[config.mk]
export PLATFORM = sky130hd
export DESIGN_NAME = master_req_router
export DESIGN_NICKNAME = d
export VERILOG_FILES = /design/src/rtl/cross_bar_pkg.sv /design/src/rtl/xbar_watchdog.sv /design/src/rtl/master_req_router.sv
export SDC_FILE = /design/constraint.sdc
export NUM_CORES = 1
export LEC_CHECK = 0
export BUFFER_PORTS_ARGS = -buffer_cell sky130_fd_sc_hd__clkbuf_2
export CAP_MARGIN = 20
export CORE_UTILIZATION = 40
export DETAILED_ROUTE_END_ITERATION = 8
export PLACE_DENSITY = 0.67
export SYNTH_ARGS = -nofsm -noshare
export SYNTH_HDL_FRONTEND = slang
export SYNTH_SLANG_ARGS = --single-unit
[constraint.sdc]
create_clock -name aclk -period 5.6 [get_ports aclk]
set_input_delay 0 -clock aclk [delete_from_list [all_inputs] [get_ports aclk]]
set_output_delay 0 -clock aclk [all_outputs]
set_load 0.05 [all_outputs]
[src/rtl/cross_bar_pkg.sv]
// Shared crossbar definitions: opcode encodings and router state enum.
// Imported by the master request router and its watchdog.
package cross_bar_pkg;

   localparam logic READ_OPP  = 1'b0;
   localparam logic WRITE_OPP = 1'b1;

   typedef enum logic [1:0] {
      ST_IDLE      = 2'd0,
      ST_REQ       = 2'd1,
      ST_WAIT_RESP = 2'd2
   } router_state_e;

endpackage

[src/rtl/xbar_watchdog.sv]
// Cycle watchdog: counts enabled cycles, flags expired at TIMEOUT.
// Ports: aclk, aresetn (sync, active-low), clear, enable, expired.
module xbar_watchdog #(
   parameter int TIMEOUT = 255
) (
   input  logic aclk,
   input  logic aresetn,
   input  logic clear,
   input  logic enable,
   output logic expired
);

   localparam int CNT_W = $clog2(TIMEOUT + 1);

   logic [CNT_W-1:0] cnt;

   assign expired = (cnt == CNT_W'(TIMEOUT));

   // Saturates at TIMEOUT so a late response cannot wrap the count.
   always_ff @(posedge aclk) begin
      if (!aresetn)
         cnt <= '0;
      else if (clear)
         cnt <= '0;
      else if (enable && !expired)
         cnt <= cnt + 1'b1;
   end

endmodule

[src/rtl/master_req_router.sv]
// Routes one master request to one of SLAVE_NUM arbiters by top address
// bits, tracks ack/resp, and completes with error on watchdog timeout.
// Ports: aclk, aresetn; master side s_*; arbiter side rd_req, wr_req,
// req_addr, req_wdata, arb_ack, arb_resp, arb_rdata. All outputs registered.
module master_req_router
   import cross_bar_pkg::*;
#(
   parameter int SLAVE_NUM = 2,
   parameter int ADDR_W    = 32,
   parameter int DATA_W    = 32,
   parameter int TIMEOUT   = 255
) (
   input  logic                        aclk,
   input  logic                        aresetn,
   input  logic                        s_req,
   input  logic                        s_cmd,
   input  logic [ADDR_W-1:0]           s_addr,
   input  logic [DATA_W-1:0]           s_wdata,
   output logic                        s_ack,
   output logic                        s_resp,
   output logic [DATA_W-1:0]           s_rdata,
   output logic                        s_err,
   output logic [SLAVE_NUM-1:0]        rd_req,
   output logic [SLAVE_NUM-1:0]        wr_req,
   output logic [ADDR_W-1:0]           req_addr,
   output logic [DATA_W-1:0]           req_wdata,
   input  logic [SLAVE_NUM-1:0]        arb_ack,
   input  logic [SLAVE_NUM-1:0]        arb_resp,
   input  logic [SLAVE_NUM*DATA_W-1:0] arb_rdata
);

   localparam int SEL_W = $clog2(SLAVE_NUM);

   router_state_e state, state_nxt;

   logic                 cmd_q;
   logic [ADDR_W-1:0]    addr_q;
   logic [DATA_W-1:0]    wdata_q;
   logic [SEL_W-1:0]     sel_q;
   logic [SEL_W-1:0]     sel_in;

   logic                 ack_hit, resp_hit;
   logic                 wd_clr, wd_en, wd_exp;
   logic [DATA_W-1:0]    rdata_sel;

   logic                 s_ack_d, s_resp_d, s_err_d;
   logic [DATA_W-1:0]    s_rdata_d, req_wdata_d;
   logic [SLAVE_NUM-1:0] rd_req_d, wr_req_d;
   logic [ADDR_W-1:0]    req_addr_d;

   assign sel_in    = s_addr[ADDR_W-1 -: SEL_W];
   assign ack_hit   = arb_ack[sel_q];
   assign resp_hit  = arb_resp[sel_q];
   assign rdata_sel = arb_rdata[int'(sel_q)*DATA_W +: DATA_W];

   // Held clear while idle, so the count starts at zero on entering REQ.
   assign wd_clr = (state == ST_IDLE) || ((state == ST_REQ) && ack_hit);
   assign wd_en  = (state != ST_IDLE);

   xbar_watchdog #(.TIMEOUT(TIMEOUT)) u_wdog (
      .aclk    (aclk),
      .aresetn (aresetn),
      .clear   (wd_clr),
      .enable  (wd_en),
      .expired (wd_exp)
   );

   always_ff @(posedge aclk) begin
      if (!aresetn) begin
         state     <= ST_IDLE;
         cmd_q     <= READ_OPP;
         addr_q    <= '0;
         wdata_q   <= '0;
         sel_q     <= '0;
         s_ack     <= 1'b0;
         s_resp    <= 1'b0;
         s_err     <= 1'b0;
         s_rdata   <= '0;
         rd_req    <= '0;
         wr_req    <= '0;
         req_addr  <= '0;
         req_wdata <= '0;
      end else begin
         state     <= state_nxt;
         s_ack     <= s_ack_d;
         s_resp    <= s_resp_d;
         s_err     <= s_err_d;
         s_rdata   <= s_rdata_d;
         rd_req    <= rd_req_d;
         wr_req    <= wr_req_d;
         req_addr  <= req_addr_d;
         req_wdata <= req_wdata_d;
         if ((state == ST_IDLE) && s_req) begin
            cmd_q   <= s_cmd;
            addr_q  <= s_addr;
            wdata_q <= (s_cmd == WRITE_OPP) ? s_wdata : '0;
            sel_q   <= sel_in;
         end
      end
   end

   // A real arbiter event wins over a watchdog expiry in the same cycle.
   always_comb begin
      state_nxt = state;
      unique case (state)
         ST_IDLE:
            if (s_req) state_nxt = ST_REQ;
         ST_REQ:
            if (ack_hit)
               state_nxt = resp_hit ? ST_IDLE : ST_WAIT_RESP;
            else if (wd_exp)
               state_nxt = ST_IDLE;
         ST_WAIT_RESP:
            if (resp_hit || wd_exp) state_nxt = ST_IDLE;
         default:
            state_nxt = ST_IDLE;
      endcase
   end

   always_comb begin
      s_ack_d     = 1'b0;
      s_resp_d    = 1'b0;
      s_err_d     = 1'b0;
      s_rdata_d   = '0;
      rd_req_d    = '0;
      wr_req_d    = '0;
      req_addr_d  = '0;
      req_wdata_d = '0;
      unique case (state)
         ST_IDLE:
            if (s_req) begin
               req_addr_d = s_addr;
               if (s_cmd == WRITE_OPP) begin
                  wr_req_d    = SLAVE_NUM'(1) << sel_in;
                  req_wdata_d = s_wdata;
               end else begin
                  rd_req_d = SLAVE_NUM'(1) << sel_in;
               end
            end
         ST_REQ:
            if (ack_hit) begin
               s_ack_d = 1'b1;
               if (resp_hit) begin
                  s_resp_d  = 1'b1;
                  s_rdata_d = (cmd_q == READ_OPP) ? rdata_sel : '0;
               end
            end else if (wd_exp) begin
               s_resp_d  = 1'b1;
               s_err_d   = 1'b1;
               s_rdata_d = '1;
            end else begin
               req_addr_d  = addr_q;
               req_wdata_d = wdata_q;
               if (cmd_q == WRITE_OPP)
                  wr_req_d = SLAVE_NUM'(1) << sel_q;
               else
                  rd_req_d = SLAVE_NUM'(1) << sel_q;
            end
         ST_WAIT_RESP:
            if (resp_hit) begin
               s_resp_d  = 1'b1;
               s_rdata_d = (cmd_q == READ_OPP) ? rdata_sel : '0;
            end else if (wd_exp) begin
               s_resp_d  = 1'b1;
               s_err_d   = 1'b1;
               s_rdata_d = '1;
            end
         default: ;
      endcase
   end

endmodule
==> reports/results.txt, run 1 <==
Reg2reg setup slack = 2.54 ns
Final period util = 54.6%
Slew headroom = 26.1%
Status = completed
Crit-path max cell delay = 1.06 ns
Area delta synth->final = 50.7%
Clock slew at reported path FFs = 0.07 ns
Required time worst endpoint = 5.84 ns
CP Launch Type = flop
Total number of vias = 6,087
Hold EP = s_ack
Initial antenna violation count = 0
DR vias/cell = 4.82
CTS Sinks = 178
Nets = 1,180
Power Density = 311 mW/mm^2
Worst-Margin Slew = 1.11 ns
Fin. Hold Viols = 0
CTS Root Cell = clkbuf_16
CTS tree = done
Worst clock skew = 0.0113 ns
Leakage = 4.06 nW
Kind of critical path = flop to flop
Maximum vdd drop = 0.000217 V
CTS buffer count = 17
Post-CTS Setup Bufs = 0
FMAX = 327 MHz
Syn Inst Count = 696
Vias in the first global route = 5,906
Slowest CP cell = dfxtp_2
Post-synth cell types = 39
Worst reg2reg startpoint = addr_q[31]
Placed Instances = 1,103
Max clock buf depth = 2
Synth async-reset ratio = 0%
Largest net degree at the start of global routing = 74
Endpoint class of the critical path = flop
Die height = 128 um
Slew Viols, Final = 0
Hold_sp = arb_ack[0]
# resized after CTS = 0
Number of buffers added on ports = 238
Critical path fanouts, max = 39
Die Footprint = 0.0163 sq mm
Routed wire length = 18.5 mm
Number of synthesized flops with an enable pin = 0
GRT Total Usage = 23.0%
Post-route insts no fill = 1,264
Final GP Congestion = 0.787
IO Count = 239
CTS Hold Bufs = 129
# DRC = 0
Initial Util = 41.2%
Final setup margin = 2.54 ns
Worst Path Arrival = 3.30 ns
Clock Latency Late Sink = 0.42 ns
Synthesized area per cell = 9.07 sq um
Max-cap violation count = 0
DR WL/cell = 14.6 um
Reg2reg end = s_rdata[7]
Drt initial violations = 365
Detail Placement HPWL = 10.5 mm
Gr ovfl total = 0
H-tree depth = 4
Antenna Nets Post-Route = 0
FF+latch count, synth = 178
Post-place setup slack = 2.67 ns
Die X = 128 um
Layout cell share with drive strength beyond 1 = 26.7%
Hold crit path type = primary input to flop
Tmin final = 3.06 ns
Core Region = 0.0153 sq mm
Syn Nets = 836
First-pass GRT wire length = 29.4 mm
Register area share after synthesis = 56.4%
WHS Path Cells = 3
Prevailing post-synth register cell = dfxtp_1
Setup TNS = 0 ns
Syn Std Cell Area = 0.00631 sq mm
Critical path, cell by cell = mux2i_1 -> a2bb2oi_1 -> or3_1 -> o21ai_1
Antenna Diode Count = 0
TritonRoute pass-1 iters = 5
Num rows = 45
Finish-stage setup viols = 0
RSZ-0062 raised after global routing = false
Worst reg2reg path depth = 4
Warnings, synthesis = 0
cells in the mapped netlist, drive strengths merged (4+ instances only):
master / instances / area [sq um]
mux2i: 33 / 330
dfxtp: 178 / 3560
and3: 4 / 25.0
ha: 4 / 50.1
a21oi: 71 / 355
buf: 16 / 78.8
o21ai: 35 / 175
a21boi: 64 / 480
clkbuf: 32 / 120
inv: 5 / 18.8
nand2: 200 / 751
nand3: 6 / 30.0
nor2: 12 / 45.0
xnor2: 5 / 43.8
stage by stage:
| stage | power (mW) | instance area (sq um) | util, % | hold slack (ns) |
|---|---|---|---|---|
| finish | 2.96 | 9510 | 62.1 | 0.0505 |
| global route | 3.09 | 9510 | 62.1 | 0.0710 |
| CTS | 2.98 | 9510 | 62.1 | 0.0240 |
| detailed placement | 1.73 | 7640 | 49.9 | 0.254 |
| global placement | 1.72 | 7640 | 49.9 | 0.254 |
| floorplan | 1.61 | 6310 | - | 0.148 |
flip-flops by register name (all words and copies together), names as in the netlist, 8 cells and up:
signal	flops
req_wdata	32
addr_q	32
s_rdata	32
u_wdog.cnt	8
req_addr	32
wdata_q	32
cells in the final DEF (no fill, tap or decap), drive strengths merged, types with 2 or more instances in the layout:
cell	count
and3	4
xor2	2
dlygate4sd3	129
nor3	3
clkbuf	257
o211ai	2
bufinv	2
inv	9
mux2i	33
a2111oi	2
nand2	200
buf	6
a21oi	71
o21ai	35
and2	2
xnor2	5
nand3b	2
a21boi	64
nor2	12
dfxtp	178
ha	4
or3	2
nand3	6
nand2b	3
clkinv	3
clkinvlp	4
power breakdown:
part           internal [mW]  switching, mW  leakage (nW)
clock network          0.667          0.510         0.274
logic                  0.179          0.254          2.34
registers               1.32         0.0302          1.45
kinds of logic after synthesis:
logic type      Yosys count  share of synthesized area (%)
compound gates          181                           17.6
xor+xnor                  7                          0.971
fa+ha+maj                 4                          0.793
buf+inv                  53                           3.45
flops                   178                           56.4
mux                      34                           5.47
simple gates            239                           15.3
worst max path at each step:
stage                    start       endpoint  slack (ns)  depth (start not counted)
floorplan             state[1]  req_wdata[10]        3.80                          7
global placement    addr_q[31]    s_rdata[28]        2.74                          4
detailed placement  addr_q[31]    s_rdata[27]        2.67                          4
CTS                 addr_q[31]    s_rdata[27]        2.66                          4
global route        addr_q[31]     s_rdata[7]        2.33                          4
finish              addr_q[31]     s_rdata[7]        2.54                          4
final cells by class:
type / instances / area, sq um
fillers: 1278 / 5800
flip-flops and latches: 178 / 3560
multi-input cells: 465 / 2550
repair buffers: 373 / 2530
clock buffers: 19 / 433
well taps: 211 / 264
clock inverters: 13 / 153
inverters: 5 / 18.8
per-layer routing:
layer	global-route usage [%]	routed length, um	vias to the layer above
met4	12.9	682	0
met3	6.24	1310	43
li1	-	-	3010
met5	0	0	-
met2	39.1	8810	243
met1	26.1	7670	2791
worst max-delay path: cells and delay by family (launching register included):
kind / cells / cell delay [ns]
AO/OA/AOI/OAI: 2 / 0.61
AND/OR/NAND/NOR: 1 / 0.83
flip-flops: 1 / 1.06
multiplexers: 1 / 0.35
(Power assumes the default switching activity.)
==> run 2, diff against run 1 <==
--- a/config.mk
+++ b/config.mk
@@ -9,7 +9,7 @@
 export CAP_MARGIN = 20
 export CORE_UTILIZATION = 40
 export DETAILED_ROUTE_END_ITERATION = 8
-export PLACE_DENSITY = 0.67
+export PLACE_DENSITY = 0.7
 export SYNTH_ARGS = -nofsm -noshare
 export SYNTH_HDL_FRONTEND = slang
 export SYNTH_SLANG_ARGS = --single-unit
==> constraint.sdc (replaced) <==
create_clock -name aclk -period 2.8 [get_ports aclk]
set_input_delay 0 -clock aclk [delete_from_list [all_inputs] [get_ports aclk]]
set_output_delay 0 -clock aclk [all_outputs]
set_load 0.05 [all_outputs]
==> run 2 against run 1 <==
Core utilization rose by 0.65 points. Worst hold slack got worse by 0.011 ns. Die area did not move.
==> reports/results.txt, run 2 (synthesis results as in run 1) <==
IO Count = 239
Total number of vias = 6,095
Antenna Diode Count = 0
Max-cap violation count = 0
CTS Sinks = 178
GRT Total Usage = 23.2%
Leakage = 4.12 nW
Endpoint class of the critical path = flop
Reg2reg end = s_rdata[19]
Sequential Power Share = 44.6%
Combinational power share = 14.9%
WHS Path Cells = 3
# resized after CTS = 0
Kind of critical path = flop to flop
CTS tree = done
Hold crit path type = primary input to flop
Pint = 4.44 mW
H-tree depth = 4
DR vias/cell = 4.80
Die height = 128 um
Detail Placement HPWL = 10.6 mm
# DRC = 0
Layout cell share with drive strength beyond 1 = 27.0%
Antenna Nets Post-Route = 0
Most frequent cells in the layout = 238 x clkbuf_2, 199 x nand2_1, 177 x dfxtp_1
Layout Utilization = 62.8%
Worst-Margin Slew = 0.594 ns
Tmin final = 1.99 ns
Critical path fanouts, max = 33
Final GP Congestion = 0.790
FMAX = 503 MHz
CP Launch Type = flop
Core Region = 0.0153 sq mm
First-pass GRT wire length = 29.6 mm
Setup TNS = 0 ns
Die Footprint = 0.0163 sq mm
Slew headroom = 60.4%
Maximum vdd drop = 0.000523 V
Status = completed
CTS Root Cell = clkbuf_16
Reg2reg setup slack = 0.81 ns
Power Density = 627 mW/mm^2
Psw = 1.59 mW
Fin. Hold Viols = 0
Nets = 1,185
Max clock buf depth = 2
Worst reg2reg path depth = 7
Number of buffers added on ports = 238
Post-CTS Setup Bufs = 0
Required time worst endpoint = 3.08 ns
DR WL/cell = 14.8 um
Slew Viols, Final = 0
CTS buffer count = 17
Clock power frac = 40.5%
Die X = 128 um
TritonRoute pass-1 iters = 5
Setup crit start = state[1]
Clock slew at reported path FFs = 0.06 ns
Clock Latency Late Sink = 0.42 ns
Worst clock skew = 0.0104 ns
Initial antenna violation count = 0
Area delta synth->final = 52.3%
Drt initial violations = 372
Final period util = 70.9%
Vias in the first global route = 5,960
Initial Util = 41.2%
CTS Hold Bufs = 130
RSZ-0062 raised after global routing = false
Finish-stage setup viols = 0
Largest net degree at the start of global routing = 66
Worst hold slack = 0.0395 ns
Gr ovfl total = 0
Hold EP = state[0]
Num rows = 45
Commonest non-fill, non-tap cell in the layout = clkbuf_2
Worst reg2reg startpoint = state[1]
Routed wire length = 18.8 mm
Hold_sp = s_req
Worst Path Arrival = 2.26 ns
Switching share of power = 26.4%
-- run 2: cell type report --
| type | instances | area [sq um] |
|---|---|---|
| fillers | 1259 | 5700 |
| flip-flops and latches | 178 | 3560 |
| repair buffers | 378 | 2610 |
| multi-input cells | 465 | 2550 |
| clock buffers | 18 | 429 |
| well taps | 211 | 264 |
| clock inverters | 14 | 179 |
| inverters | 5 | 18.8 |
-- run 2: worst max-delay path by stage --
stage / slack (ns) / depth (start not counted) / endpoint
floorplan: 1.0 / 7 / req_wdata[10]
global placement: 0.84 / 7 / s_rdata[21]
detailed placement: 0.87 / 7 / s_rdata[21]
CTS: 0.83 / 6 / wdata_q[25]
global route: 0.61 / 6 / req_wdata[7]
finish: 0.81 / 7 / s_rdata[19]
-- run 2: per-stage QoR --
stage                     cells  area, sq um  worst slack [ns]  power [mW]
after CTS                  1269         9610             0.833        6.07
after global placement     1107         7700             0.842        3.46
final                      1269         9610             0.814        6.03
after detailed placement   1107         7700             0.866        3.46
after floorplan             696         6310             0.997        3.21
after global routing       1269         9610             0.612        6.27
-- run 2: per-layer routing --
| metal | routed length, um | GRT usage (%) |
|---|---|---|
| met1 | 8210 | 27.9 |
| met2 | 9040 | 40.0 |
| met3 | 1120 | 5.65 |
| met4 | 384 | 8.72 |
| met5 | 0 | 0 |
-- run 2: power by group through the flow --
stage / Combinational, mW / Sequential [mW] / Clock [mW]
detailed placement: 0.722 / 2.74 / 0
global route: 0.974 / 2.70 / 2.60
floorplan: 0.307 / 2.90 / 0
finish: 0.901 / 2.69 / 2.44
global placement: 0.720 / 2.74 / 0
CTS: 0.888 / 2.69 / 2.50
-- run 2: worst max-delay path: stages (launching register included) --
cell and delay [ns]:
dfxtp_1 0.36, inv_1 0.07, ha_1 0.28, inv_1 0.15, a2bb2oi_1 0.37, or3_1 0.17, buf_4 0.30, o21ai_1 0.15
==> run 3, diff against run 2 <==
==> constraint.sdc (replaced) <==
create_clock -name aclk -period 1.7 [get_ports aclk]
set_input_delay 0 -clock aclk [delete_from_list [all_inputs] [get_ports aclk]]
set_output_delay 0 -clock aclk [all_outputs]
set_load 0.05 [all_outputs]
==> run 3 against run 2 <==
Fmax increased by 18%. Final area up 7.1%. Register-to-register slack lost 0.80 ns. Final cell count up 2.8%. Die area stayed put. Clock power increased by 73%. Power up 71%. Global-route usage increased by 0.24 points. Worst hold slack gained 0.017 ns. Sequential share of layout area shrank 2.4 points. Non-clock buffer count is 35 higher.
==> reports/results.txt, run 3 (synthesis results as in run 1) <==
Worst Path Arrival = 2.04 ns
Final period util = 99.1%
Crit-path max cell delay = 0.53 ns
Die Footprint = 0.0163 sq mm
Vias in the first global route = 6,206
Post-route insts no fill = 1,304
Status = completed
Max-cap violation count = 0
Die X = 128 um
# DRC = 0
Seq. cell area = 0.00357 sq mm
Finish-stage setup viols = 0
Slew headroom = 58.3%
GR Util met1 = 26.3%
Required time worst endpoint = 2.06 ns
Endpoint class of the critical path = flop
Total number of vias = 6,306
GR Layer Usage met2 = 41.1%
Detail Placement HPWL = 11.2 mm
RSZ-0062 raised after global routing = true
CTS buffer count = 17
Commonest non-fill, non-tap cell in the layout = clkbuf_2
First-pass GRT wire length = 30.0 mm
Initial antenna violation count = 0
CP Launch Type = flop
FMAX = 594 MHz
TritonRoute pass-1 iters = 4
Clock Latency Late Sink = 0.43 ns
Slowest CP cell = or4_4
M3 GR Usage = 6.83%
Clock slew at reported path FFs = 0.07 ns
Max clock buf depth = 2
Maximum vdd drop = 0.000741 V
Worst-Margin Slew = 0.626 ns
Tmin final = 1.68 ns
CTS tree = done
Kind of critical path = flop to flop
Crit path max-delay family = simple AND/OR/NAND/NOR gates
Global routing's busiest layer = met2
Initial Util = 41.2%
Nets = 1,220
CP Buf/Inv Count = 2
Fin. Hold Viols = 0
H-tree depth = 4
DR vias/cell = 4.84
Antenna Nets Post-Route = 0
Critical path fanouts, max = 7
Largest net degree at the start of global routing = 73
Area delta synth->final = 63.1%
Power Density = 999 mW/mm^2
Hold crit path type = primary input to flop
Antenna Diode Count = 0
Die height = 128 um
CTS Root Cell = clkbuf_16
Drt initial violations = 268
Layout cell share with drive strength beyond 1 = 33.1%
Core Region = 0.0153 sq mm
Gr ovfl total = 0
Worst clock skew = 0.0197 ns
CTS Sinks = 178
Most frequent cells in the layout = 238 x clkbuf_2, 196 x nand2_1, 173 x dfxtp_1
Critical path, cell by cell = inv_2 -> ha_4 -> nand2_2 -> or4_4 -> clkbuf_16 -> o21ai_2
GRT Total Usage = 23.4%
Total power = 10.3 mW
Final GP Congestion = 0.796
DR WL/cell = 15.5 um
Routed wire length = 20.2 mm
Placed Instances = 1,134
Slew Viols, Final = 0
Setup TNS = 0 ns
IO Count = 239
Leakage = 4.44 nW
Num rows = 45
Fillers = 1,154
Number of buffers added on ports = 238
Footprint of the multi-input gates = 0.00271 sq mm
run 3: cell types whose count changed in the layout (fill, tap and decap cells not counted), moves of 4 or more:
cell / change
buf_4: +14
a21oi_2: +10
a21oi_1: -10
dfxtp_1: -4
o21ai_2: +12
buf_6: +6
o21ai_1: -12
clkbuf_16: +4
inv_8: +4
buf_12: +11
run 3: routing by layer:
layer  vias up  routed length, um
li1       3094                  -
met1      2910               8230
met2       256               9920
met3        46               1420
met4         0                616
met5         -                  0
run 3: worst paths after layout:
check | from | end | depth (start not counted) | slack [ns]
worst min-delay path | arb_ack[0] | s_ack | 3 | 0.06
worst min register to register | wdata_q[12] | req_wdata[12] | 2 | 0.45
worst max-delay path | state[1] | s_rdata[6] | 6 | 0.02
worst max register to register | state[1] | s_rdata[6] | 6 | 0.02
run 3: report_power, final:
group / internal (mW) / leakage (nW) / total, mW / switching [mW]
Sequential: 4.35 / 1.45 / 4.43 / 0.0797
Clock: 2.39 / 0.308 / 4.21 / 1.82
Combinational: 0.715 / 2.68 / 1.65 / 0.933
Total: 7.46 / 4.44 / 10.3 / 2.83
run 3: worst reg2reg max path, delay by kind of cell (launching register included):
family / cells / cell delay [ns]
AOI/OAI and AO/OA: 1 / 0.14
adders and majority gates: 1 / 0.26
buffers and inverters: 2 / 0.27
DFF: 1 / 0.35
and+or+nand+nor: 2 / 0.59
run 3: final cells by class:
class | instances | share of cell area [%]
clock buffer | 17 | 4.13
clock inverter | 15 | 2.09
inverter | 5 | 0.182
multi-input combinational | 465 | 26.3
sequential | 178 | 34.7
tap | 211 | 2.56
timing repair buffer | 413 | 30.1
run 3: timing repair:
action                                  in CTS  in global routing
hold buffers                               130                  0
gates resized for setup                      0                 50
endpoints found under the setup margin       0                 92
hold endpoints to repair                   165                  0
buffers inserted                             0                  4
run 3: per-stage QoR:
step	setup slack, ns	hold WS, ns	area [sq um]	utilization (%)
after floorplan	0.0269	0.148	6320	-
after global placement	0.0578	0.253	8050	52.5
after detailed placement	0.0138	0.254	8050	52.5
after CTS	0.00202	0.0343	9990	65.2
after global routing	-0.0393	0.0631	10300	67.2
final	0.0159	0.0565	10300	67.2
